$ cat config.mk
export PLATFORM = sky130hd
export DESIGN_NAME = layer_pipeline_sequencer
export DESIGN_NICKNAME = d
export VERILOG_FILES = /design/src/rtl/layer_pipeline_sequencer.sv
export SDC_FILE = /design/constraint.sdc
export NUM_CORES = 1
export LEC_CHECK = 0
export CAP_MARGIN = 0
export CORE_MARGIN = 4
export CORE_UTILIZATION = 40
export CTS_BUF_LIST = sky130_fd_sc_hd__clkbuf_8
export DETAILED_ROUTE_END_ITERATION = 12
export GPL_ROUTABILITY_DRIVEN = 0
export GPL_TIMING_DRIVEN = 0
export MAX_ROUTING_LAYER = met4
export PLACE_DENSITY = 0.59
export SYNTH_ARGS = -nofsm -noshare
export SYNTH_HDL_FRONTEND = slang
export SYNTH_SLANG_ARGS = --single-unit
$ cat constraint.sdc
create_clock -name clk -period 6 [get_ports clk]
set_input_delay 1.2 -clock clk [delete_from_list [all_inputs] [get_ports clk]]
set_output_delay 1.2 -clock clk [all_outputs]
set_load 0.02 [all_outputs]
$ cat src/rtl/layer_pipeline_sequencer.sv
// Layer sequencer: waits for the end of an input-image load, then enables each layer engine in turn,
// with a settle stall after every layer, a per-layer watchdog, abort on en drop and a done pulse.
module layer_pipeline_sequencer #(
   parameter int NUM_LAYERS     = 5,
   parameter int STALL_CYCLES   = 1000,
   parameter int TIMEOUT_CYCLES = 0,
   parameter int CNT_W          = 32,
   parameter int IDX_W          = 3
) (
   input  logic                  clk,
   input  logic                  rst,
   input  logic                  en,
   input  logic                  we,
   input  logic [NUM_LAYERS-1:0] layer_fin,
   output logic [NUM_LAYERS-1:0] layer_en,
   output logic [IDX_W-1:0]      cur_layer,
   output logic                  busy,
   output logic                  done,
   output logic                  timeout_err
);

   typedef enum logic [2:0] {
      S_IDLE,
      S_LOAD,
      S_RUN,
      S_STALL,
      S_DONE,
      S_ERR
   } state_t;

   localparam logic [CNT_W-1:0] STALL_LAST   = CNT_W'((STALL_CYCLES > 0) ? STALL_CYCLES - 1 : 0);
   localparam logic [CNT_W-1:0] TIMEOUT_LAST = CNT_W'((TIMEOUT_CYCLES > 0) ? TIMEOUT_CYCLES - 1 : 0);
   localparam logic [IDX_W-1:0] LAST_IDX     = IDX_W'(NUM_LAYERS - 1);

   state_t           state;
   logic [CNT_W-1:0] cnt;
   logic             we_d;
   logic             load_end;
   logic             cur_fin;
   logic             last_layer;
   logic [IDX_W-1:0] next_layer;

   // Counter never wraps, so a very long layer cannot alias back to a small count.
   function automatic logic [CNT_W-1:0] sat_inc(input logic [CNT_W-1:0] v);
      return (&v) ? v : v + 1'b1;
   endfunction

   function automatic logic [NUM_LAYERS-1:0] one_hot(input logic [IDX_W-1:0] idx);
      return NUM_LAYERS'(1) << idx;
   endfunction

   assign load_end   = we_d & ~we;
   assign cur_fin    = layer_fin[cur_layer];
   assign last_layer = (cur_layer == LAST_IDX);
   assign next_layer = cur_layer + IDX_W'(1);

   always_ff @(posedge clk or posedge rst) begin
      if (rst) begin
         state       <= S_IDLE;
         layer_en    <= '0;
         cur_layer   <= '0;
         cnt         <= '0;
         busy        <= 1'b0;
         done        <= 1'b0;
         timeout_err <= 1'b0;
         we_d        <= 1'b0;
      end else begin
         we_d <= we;
         done <= 1'b0;
         case (state)
            S_IDLE: begin
               if (en) state <= S_LOAD;
            end
            S_LOAD: begin
               if (!en) begin
                  state <= S_IDLE;
               end else if (load_end) begin
                  state     <= S_RUN;
                  cur_layer <= '0;
                  layer_en  <= one_hot('0);
                  cnt       <= '0;
                  busy      <= 1'b1;
               end
            end
            S_RUN: begin
               if (!en) begin
                  state     <= S_IDLE;
                  layer_en  <= '0;
                  cnt       <= '0;
                  cur_layer <= '0;
                  busy      <= 1'b0;
               end else if (cur_fin) begin
                  layer_en <= '0;
                  cnt      <= '0;
                  if (STALL_CYCLES != 0) begin
                     state <= S_STALL;
                  end else if (!last_layer) begin
                     cur_layer <= next_layer;
                     layer_en  <= one_hot(next_layer);
                  end else begin
                     state <= S_DONE;
                     done  <= 1'b1;
                     busy  <= 1'b0;
                  end
               end else if ((TIMEOUT_CYCLES != 0) && (cnt == TIMEOUT_LAST)) begin
                  state       <= S_ERR;
                  layer_en    <= '0;
                  timeout_err <= 1'b1;
                  busy        <= 1'b0;
               end else begin
                  cnt <= sat_inc(cnt);
               end
            end
            S_STALL: begin
               if (!en) begin
                  state     <= S_IDLE;
                  cnt       <= '0;
                  cur_layer <= '0;
                  busy      <= 1'b0;
               end else if (cnt == STALL_LAST) begin
                  cnt <= '0;
                  if (!last_layer) begin
                     state     <= S_RUN;
                     cur_layer <= next_layer;
                     layer_en  <= one_hot(next_layer);
                  end else begin
                     state <= S_DONE;
                     done  <= 1'b1;
                     busy  <= 1'b0;
                  end
               end else begin
                  cnt <= sat_inc(cnt);
               end
            end
            S_DONE: begin
               state     <= S_IDLE;
               cur_layer <= '0;
            end
            S_ERR: begin
               // Flag stays up until the host withdraws permission.
               if (!en) begin
                  state       <= S_IDLE;
                  timeout_err <= 1'b0;
                  cur_layer   <= '0;
               end
            end
            default: begin
               state    <= S_IDLE;
               layer_en <= '0;
               busy     <= 1'b0;
            end
         endcase
      end
   end

endmodule

==> impl_metrics.ini, run 1 <==
[yosys]
synth_cell_types = 68
synth_area_sq_mm = 0.002978
synthSimpleGateAreaFrac_pct = 25.80
yosys_register_bits = 46
synth_fa_ha_area_share_pct = 2.941
ys_warn_count = 0
synth-main-ff-cell = dfrtp_1
yosysSeqAreaShare_pct = 38.66
synth_edf_count = 0
synthCells = 314
synth_top_family_by_area = simple AND/OR/NAND/NOR gates
synthMuxAreaShare_pct = 3.571
synth_fp_nets = 330
syn_area_per_cell_sq_um = 9.484
synth_compound_area_share_pct = 21.34
async_reset_ff_share_pct = 100.0
synthXorXnorAreaFrac_pct = 2.353

[power]
switching_share_pct = 35.58
clkPwrFrac_pct = 23.9
combPwrFrac_pct = 32.2
switching_power_mw = 0.2937
power_frac_seq_pct = 43.9
leakagePower_nw = 1.309
total_power_mw = 0.8254
intPower_mw = 0.5317
worst_ir_drop_vdd_mv = 0.08853
power_density_mw_per_mm2 = 244.0

[clock_network]
cts.sinks = 46
insertion_delay_ps = 300
clk_path_buf_depth = 2
numCtsBuffers = 5
h-tree-depth = 2
cts_root_buf = clkbuf_8
cts_tree = yes
cts_resized = 0
postCtsHoldBufs = 0
clk_pin_slew_ps = 90
cts_setup_buffers = 0

[sta]
setup-tns-final_ps = 0
period_share_pct = 53.69
layout_min_cycle_time_ps = 3221
worstMarginPinSlew_ps = 664.0
drv_slew = 0
max_slew_margin_pct = 55.65
fmax_ghz = 0.3104
hold_violations = 0
grt_setup_unrepaired = no
finClkSkew_ps = 3.774
setup_violations = 0

[cells_and_area]
final_util_pct = 46.64
final_cell_mix = 46 x dfrtp_1, 26 x a21oi_1, 23 x inv_1
diodes = 0
syn_to_final_growth_pct = 13.61
fin_nets = 355
mostFrequentLayoutCell = dfrtp_1
final_layout_size_suffix_gt1_share_pct = 10.59

[global_route]
grt_pass1_vias = 2416
antenna_found_initial = 0
grt_pass1_wl_um = 12160
overflow = 0
grt_max_degree = 37
grt_usage_pct = 17.65

[detailed_routing]
wl_um = 7119
avgRoutedWirePerCell_um = 16.22
vias = 2510
first_iter_violations = 127
drtAntennaViolNets = 0
vias_per_cell = 5.718
drc = 0
dr.pass1.iters = 4

[critical_path]
required_ps = 6220
path_class = primary input to register
arrival_ps = 3440
crit_chain = clkdlybuf4s50_1 -> mux4_2 -> a211oi_2 -> nor3b_1 -> buf_2 -> buf_2 -> a21oi_1
max_stage_delay_ps = 610
cpMostUsedCell = buf_2
cpMaxStageDelayCell = a211oi_2
r2r_cells = 7
crit_path_start_kind = primary input
regToRegSetupSlack_ps = 3410
endpoint_kind = register
cp_max_fo = 10

[worst_hold_path]
min_path_cells = 1
hold_path_class = register to register

[floorplanning]
dieArea_sq_mm = 0.008889
rows = 31
die_h_um = 94.28
start_util_pct = 41.06
die_w_um = 94.28
io_pins = 20
core_area_sq_mm = 0.007253

[flow_run]
cap_violations = 0

[place]
hpwl_um = 5182
portBuffers = 17

[run_status]
outcome = finished clean
## metal layers
| layer | wire [um] | global-route usage (%) | vias up |
|---|---|---|---|
| met3 | 259 | 3.205 | 4 |
| met1 | 3470 | 24.80 | 1232 |
| met5 | 0 | - | - |
| met2 | 3345 | 26.71 | 36 |
| met4 | 44 | 3.730 | 0 |
| li1 | - | - | 1238 |
## logic make-up after synthesis
family | after synthesis
and+or+nand+nor | 123
adders and majority gates | 7
buffers and inverters | 35
other | 1
xor gates and xnor gates | 8
muxes | 9
DFF | 46
AOI/OAI and AO/OA | 85
## power by group through the flow
stage	Combinational, mW	Sequential, mW	Clock (mW)
2_1_floorplan	0.182	0.372	0
3_3_place_gp	0.263	0.367	0
3_5_place_dp	0.267	0.368	0
4_1_cts	0.268	0.362	0.206
5_1_grt	0.295	0.369	0.217
6_report	0.266	0.362	0.197
## final cells by class
class                      instances  area (sq um)
buffer                            12         68.82
clock buffer                       6         82.58
fill                             702          3870
timing repair buffer              18         190.2
tap                               99         123.9
multi-input combinational        233          1672
sequential                        46          1151
clock inverter                     2         8.758
inverter                          23         86.33
## cells in the mapped netlist (5+ instances only)
master,n,share of area (%)
nand3_1,15,2.5
xor2_1,5,1.5
nor2_1,18,2.3
inv_1,23,2.9
or4_1,11,2.8
o21ai_0,14,2.4
dfrtp_1,46,39
or3_1,14,2.9
nand2_1,19,2.4
a21oi_1,26,4.4
o31ai_1,10,2.5
nand4_1,8,1.7
nor4_1,9,1.9
mux2i_1,5,1.7
ha_1,7,2.9
## critical path, delay by kind of cell
| kind | cells | cell delay (ps) |
|---|---|---|
| AOI/OAI and AO/OA | 2 | 750 |
| buffers and inverters | 3 | 870 |
| and+or+nand+nor | 1 | 140 |
| muxes | 1 | 480 |
## final timing paths
kind / startpoint / endpoint
worst max-delay path: layer_fin[3] / cnt[16]
worst min-delay path: layer_en[4] / layer_en[4]
worst max register to register: cnt[10] / cnt[12]
worst min register to register: layer_en[4] / layer_en[4]
max in group asynchronous: rst / cnt[27]
min in group asynchronous: rst / layer_en[1]
## stage by stage
step / setup slack [ps] / instance area [sq um] / cells / hold WS [ps]
floorplan: 3164 / 2978 / 314 / 535.4
global placement: 2503 / 3272 / 430 / 472.9
detailed placement: 2455 / 3292 / 431 / 481.4
CTS: 2789 / 3383 / 439 / 501.3
global route: 2665 / 3383 / 439 / 541.6
finish: 2779 / 3383 / 439 / 492.7
## state kept, by name, summed over array words and instances (netlist names)
| signal | flops |
|---|---|
| cnt | 32 |
| layer_en | 5 |
| cur_layer | 3 |
| state | 3 |
| busy | 1 |
| done | 1 |
| we_d | 1 |
(Power assumes the default switching activity.)
==> run 2: changes to the inputs <==
Clock period 6 ns to 3.28 ns, I/O delays scaled along.
==> results of run 2 <==
The final DEF is identical to that of run 1. Status: finished clean.
Among the figures that moved: setup slack after placement 2455 ps -> 278.8 ps; setup slack after layout 2779 ps -> 602.6 ps; register-to-register setup slack 3410 ps -> 690 ps; total power 0.8254 mW -> 1.510 mW; worst IR drop on VDD 0.08853 mV -> 0.1619 mV
==> run 3: changes to the inputs <==
Clock period 3.28 ns to 2.6 ns, I/O delays scaled along.
==> run 3 against run 2 <==
Against the previous run:
- die area unchanged
- sequential share of layout area decreased by 0.29 points
- design area is 0.85% higher
- core utilization increased by 0.40 points
- register-to-register slack got worse by 480 ps
- critical path depth shrank 1
- power grew 27%
- sequential cell count did not move
- clock power is 27% higher
==> impl_metrics.ini, run 3 (synthesis results as in run 1) <==
[cells_and_area]
diodes = 0
fin_nets = 355
mostFrequentLayoutCell = dfrtp_1
final_util_pct = 47.04
largest_register = cnt
syn_to_final_growth_pct = 14.58
fillers = 700
reg_top3 = cnt (32), layer_en (5)
largest_reg_flops = 32
final_cell_mix = 46 x dfrtp_1, 26 x a21oi_1, 23 x inv_1
final_layout_size_suffix_gt1_share_pct = 11.18

[critical_path]
r2r_cells = 8
cpMaxStageDelayCell = a2111oi_4
regToRegSetupSlack_ps = 210
regToRegEndpoint = cnt[12]
max_stage_delay_ps = 620
endpoint_kind = register
r2r_start = cnt[0]
path_class = primary input to register
crit_cells = 6
crit_path_start_kind = primary input
crit_chain = clkdlybuf4s50_1 -> nand4b_4 -> a2111oi_4 -> o211ai_4 -> or4_1 -> a21oi_1
arrival_ps = 2700
cp_max_fo = 9
crit_end = cnt[23]
critical_path_buf_inv_count = 1
cp_top_family = compound AO/OA/AOI/OAI gates
crit_path_start = we
required_ps = 2830

[sta]
drv_slew = 0
hold_ws_ps = 464.2
fmax_ghz = 0.4041
max_slew_margin_pct = 58.80
period_share_pct = 95.18
layout_min_cycle_time_ps = 2475
hold_violations = 0
finClkSkew_ps = 5.274
worstMarginPinSlew_ps = 618.0
grt_setup_unrepaired = no
postLayoutSetupSlackWorst_ps = 125.4
setup_violations = 0

[clock_network]
insertion_delay_ps = 300
cts_root_buf = clkbuf_8
postCtsHoldBufs = 0
cts.sinks = 46
cts_resized = 0
cts_setup_buffers = 0
clk_path_buf_depth = 2
clk_pin_slew_ps = 80
numCtsBuffers = 5
h-tree-depth = 2
cts_tree = yes

[detailed_routing]
first_iter_violations = 135
dr.pass1.iters = 4
drtAntennaViolNets = 0
vias_per_cell = 5.752
drc = 0
avgRoutedWirePerCell_um = 16.21
vias = 2525
wl_um = 7114

[worst_hold_path]
hold_path_class = primary input to asynchronous set/reset pin

[global_route]
antenna_found_initial = 0
grt_usage_pct = 17.65
grt_max_degree = 37
grt_pass1_wl_um = 12160
grt_pass1_vias = 2416
overflow = 0

[power]
switching_power_mw = 0.6850
leakagePower_nw = 1.315
clkPwrFrac_pct = 23.8
worst_ir_drop_vdd_mv = 0.2051
combPwrFrac_pct = 32.7
power_density_mw_per_mm2 = 563.2
intPower_mw = 1.237
switching_share_pct = 35.65
power_frac_seq_pct = 43.5

[floorplanning]
die_h_um = 94.28
core_area_sq_mm = 0.007253
die_w_um = 94.28
dieArea_sq_mm = 0.008889
io_pins = 20
rows = 31
start_util_pct = 41.06

[place]
dp_slack_ps = -265.2
portBuffers = 17
hpwl_um = 5182

[run_status]
outcome = finished clean

[flow_run]
cap_violations = 0
run 3: changes by cell type in the layout (fill, tap and decap cells not counted), sizes merged:
cell,before,now
buf,9,7
clkbuf,10,12
run 3: final cells by class:
type	count	area, sq um	share of cell area (%)
Multi-Input combinational cell	233	1694	49.65
Sequential cell	46	1151	33.74
Timing Repair Buffer	18	190.2	5.574
Tap cell	99	123.9	3.630
Inverter	23	86.33	2.530
Clock buffer	6	82.58	2.420
Buffer	12	75.07	2.200
Clock inverter	2	8.758	0.2567
run 3: worst min path at each step:
| stage | from | to | slack, ps | depth (start not counted) |
|---|---|---|---|---|
| finish | rst | layer_en[1] | 460 | 2 |
| global route | rst | layer_en[1] | 470 | 2 |
| CTS | rst | layer_en[1] | 460 | 2 |
| detailed placement | layer_en[4] | layer_en[4] | 480 | 1 |
| global placement | layer_en[4] | layer_en[4] | 470 | 1 |
| floorplan | cnt[31] | cnt[31] | 540 | 2 |
run 3: metal layers:
| layer | up-vias | GRT usage, % | wire (um) |
|---|---|---|---|
| li1 | 1235 | - | - |
| met1 | 1245 | 24.80 | 3496 |
| met2 | 39 | 26.71 | 3305 |
| met3 | 6 | 3.205 | 249 |
| met4 | 0 | 3.730 | 63 |
| met5 | - | - | 0 |
run 3: power by group through the flow:
stage          sequential [mW]  clock (mW)  combinational, mW
2_1_floorplan            0.859           0              0.419
3_3_place_gp             0.848           0              0.606
3_5_place_dp             0.850           0              0.616
4_1_cts                  0.836       0.476              0.618
5_1_grt                  0.851       0.501              0.691
6_report                 0.836       0.457              0.629
run 3: metrics by stage:
step / total power, mW / instances / instance area (sq um) / TNS, ps
after detailed placement: 1.466 / 431 / 3292 / -4847
final: 1.922 / 439 / 3412 / 0
after floorplan: 1.279 / 314 / 2978 / 0
after global routing: 2.043 / 439 / 3412 / 0
after global placement: 1.454 / 430 / 3272 / -5758
after CTS: 1.930 / 439 / 3383 / 0
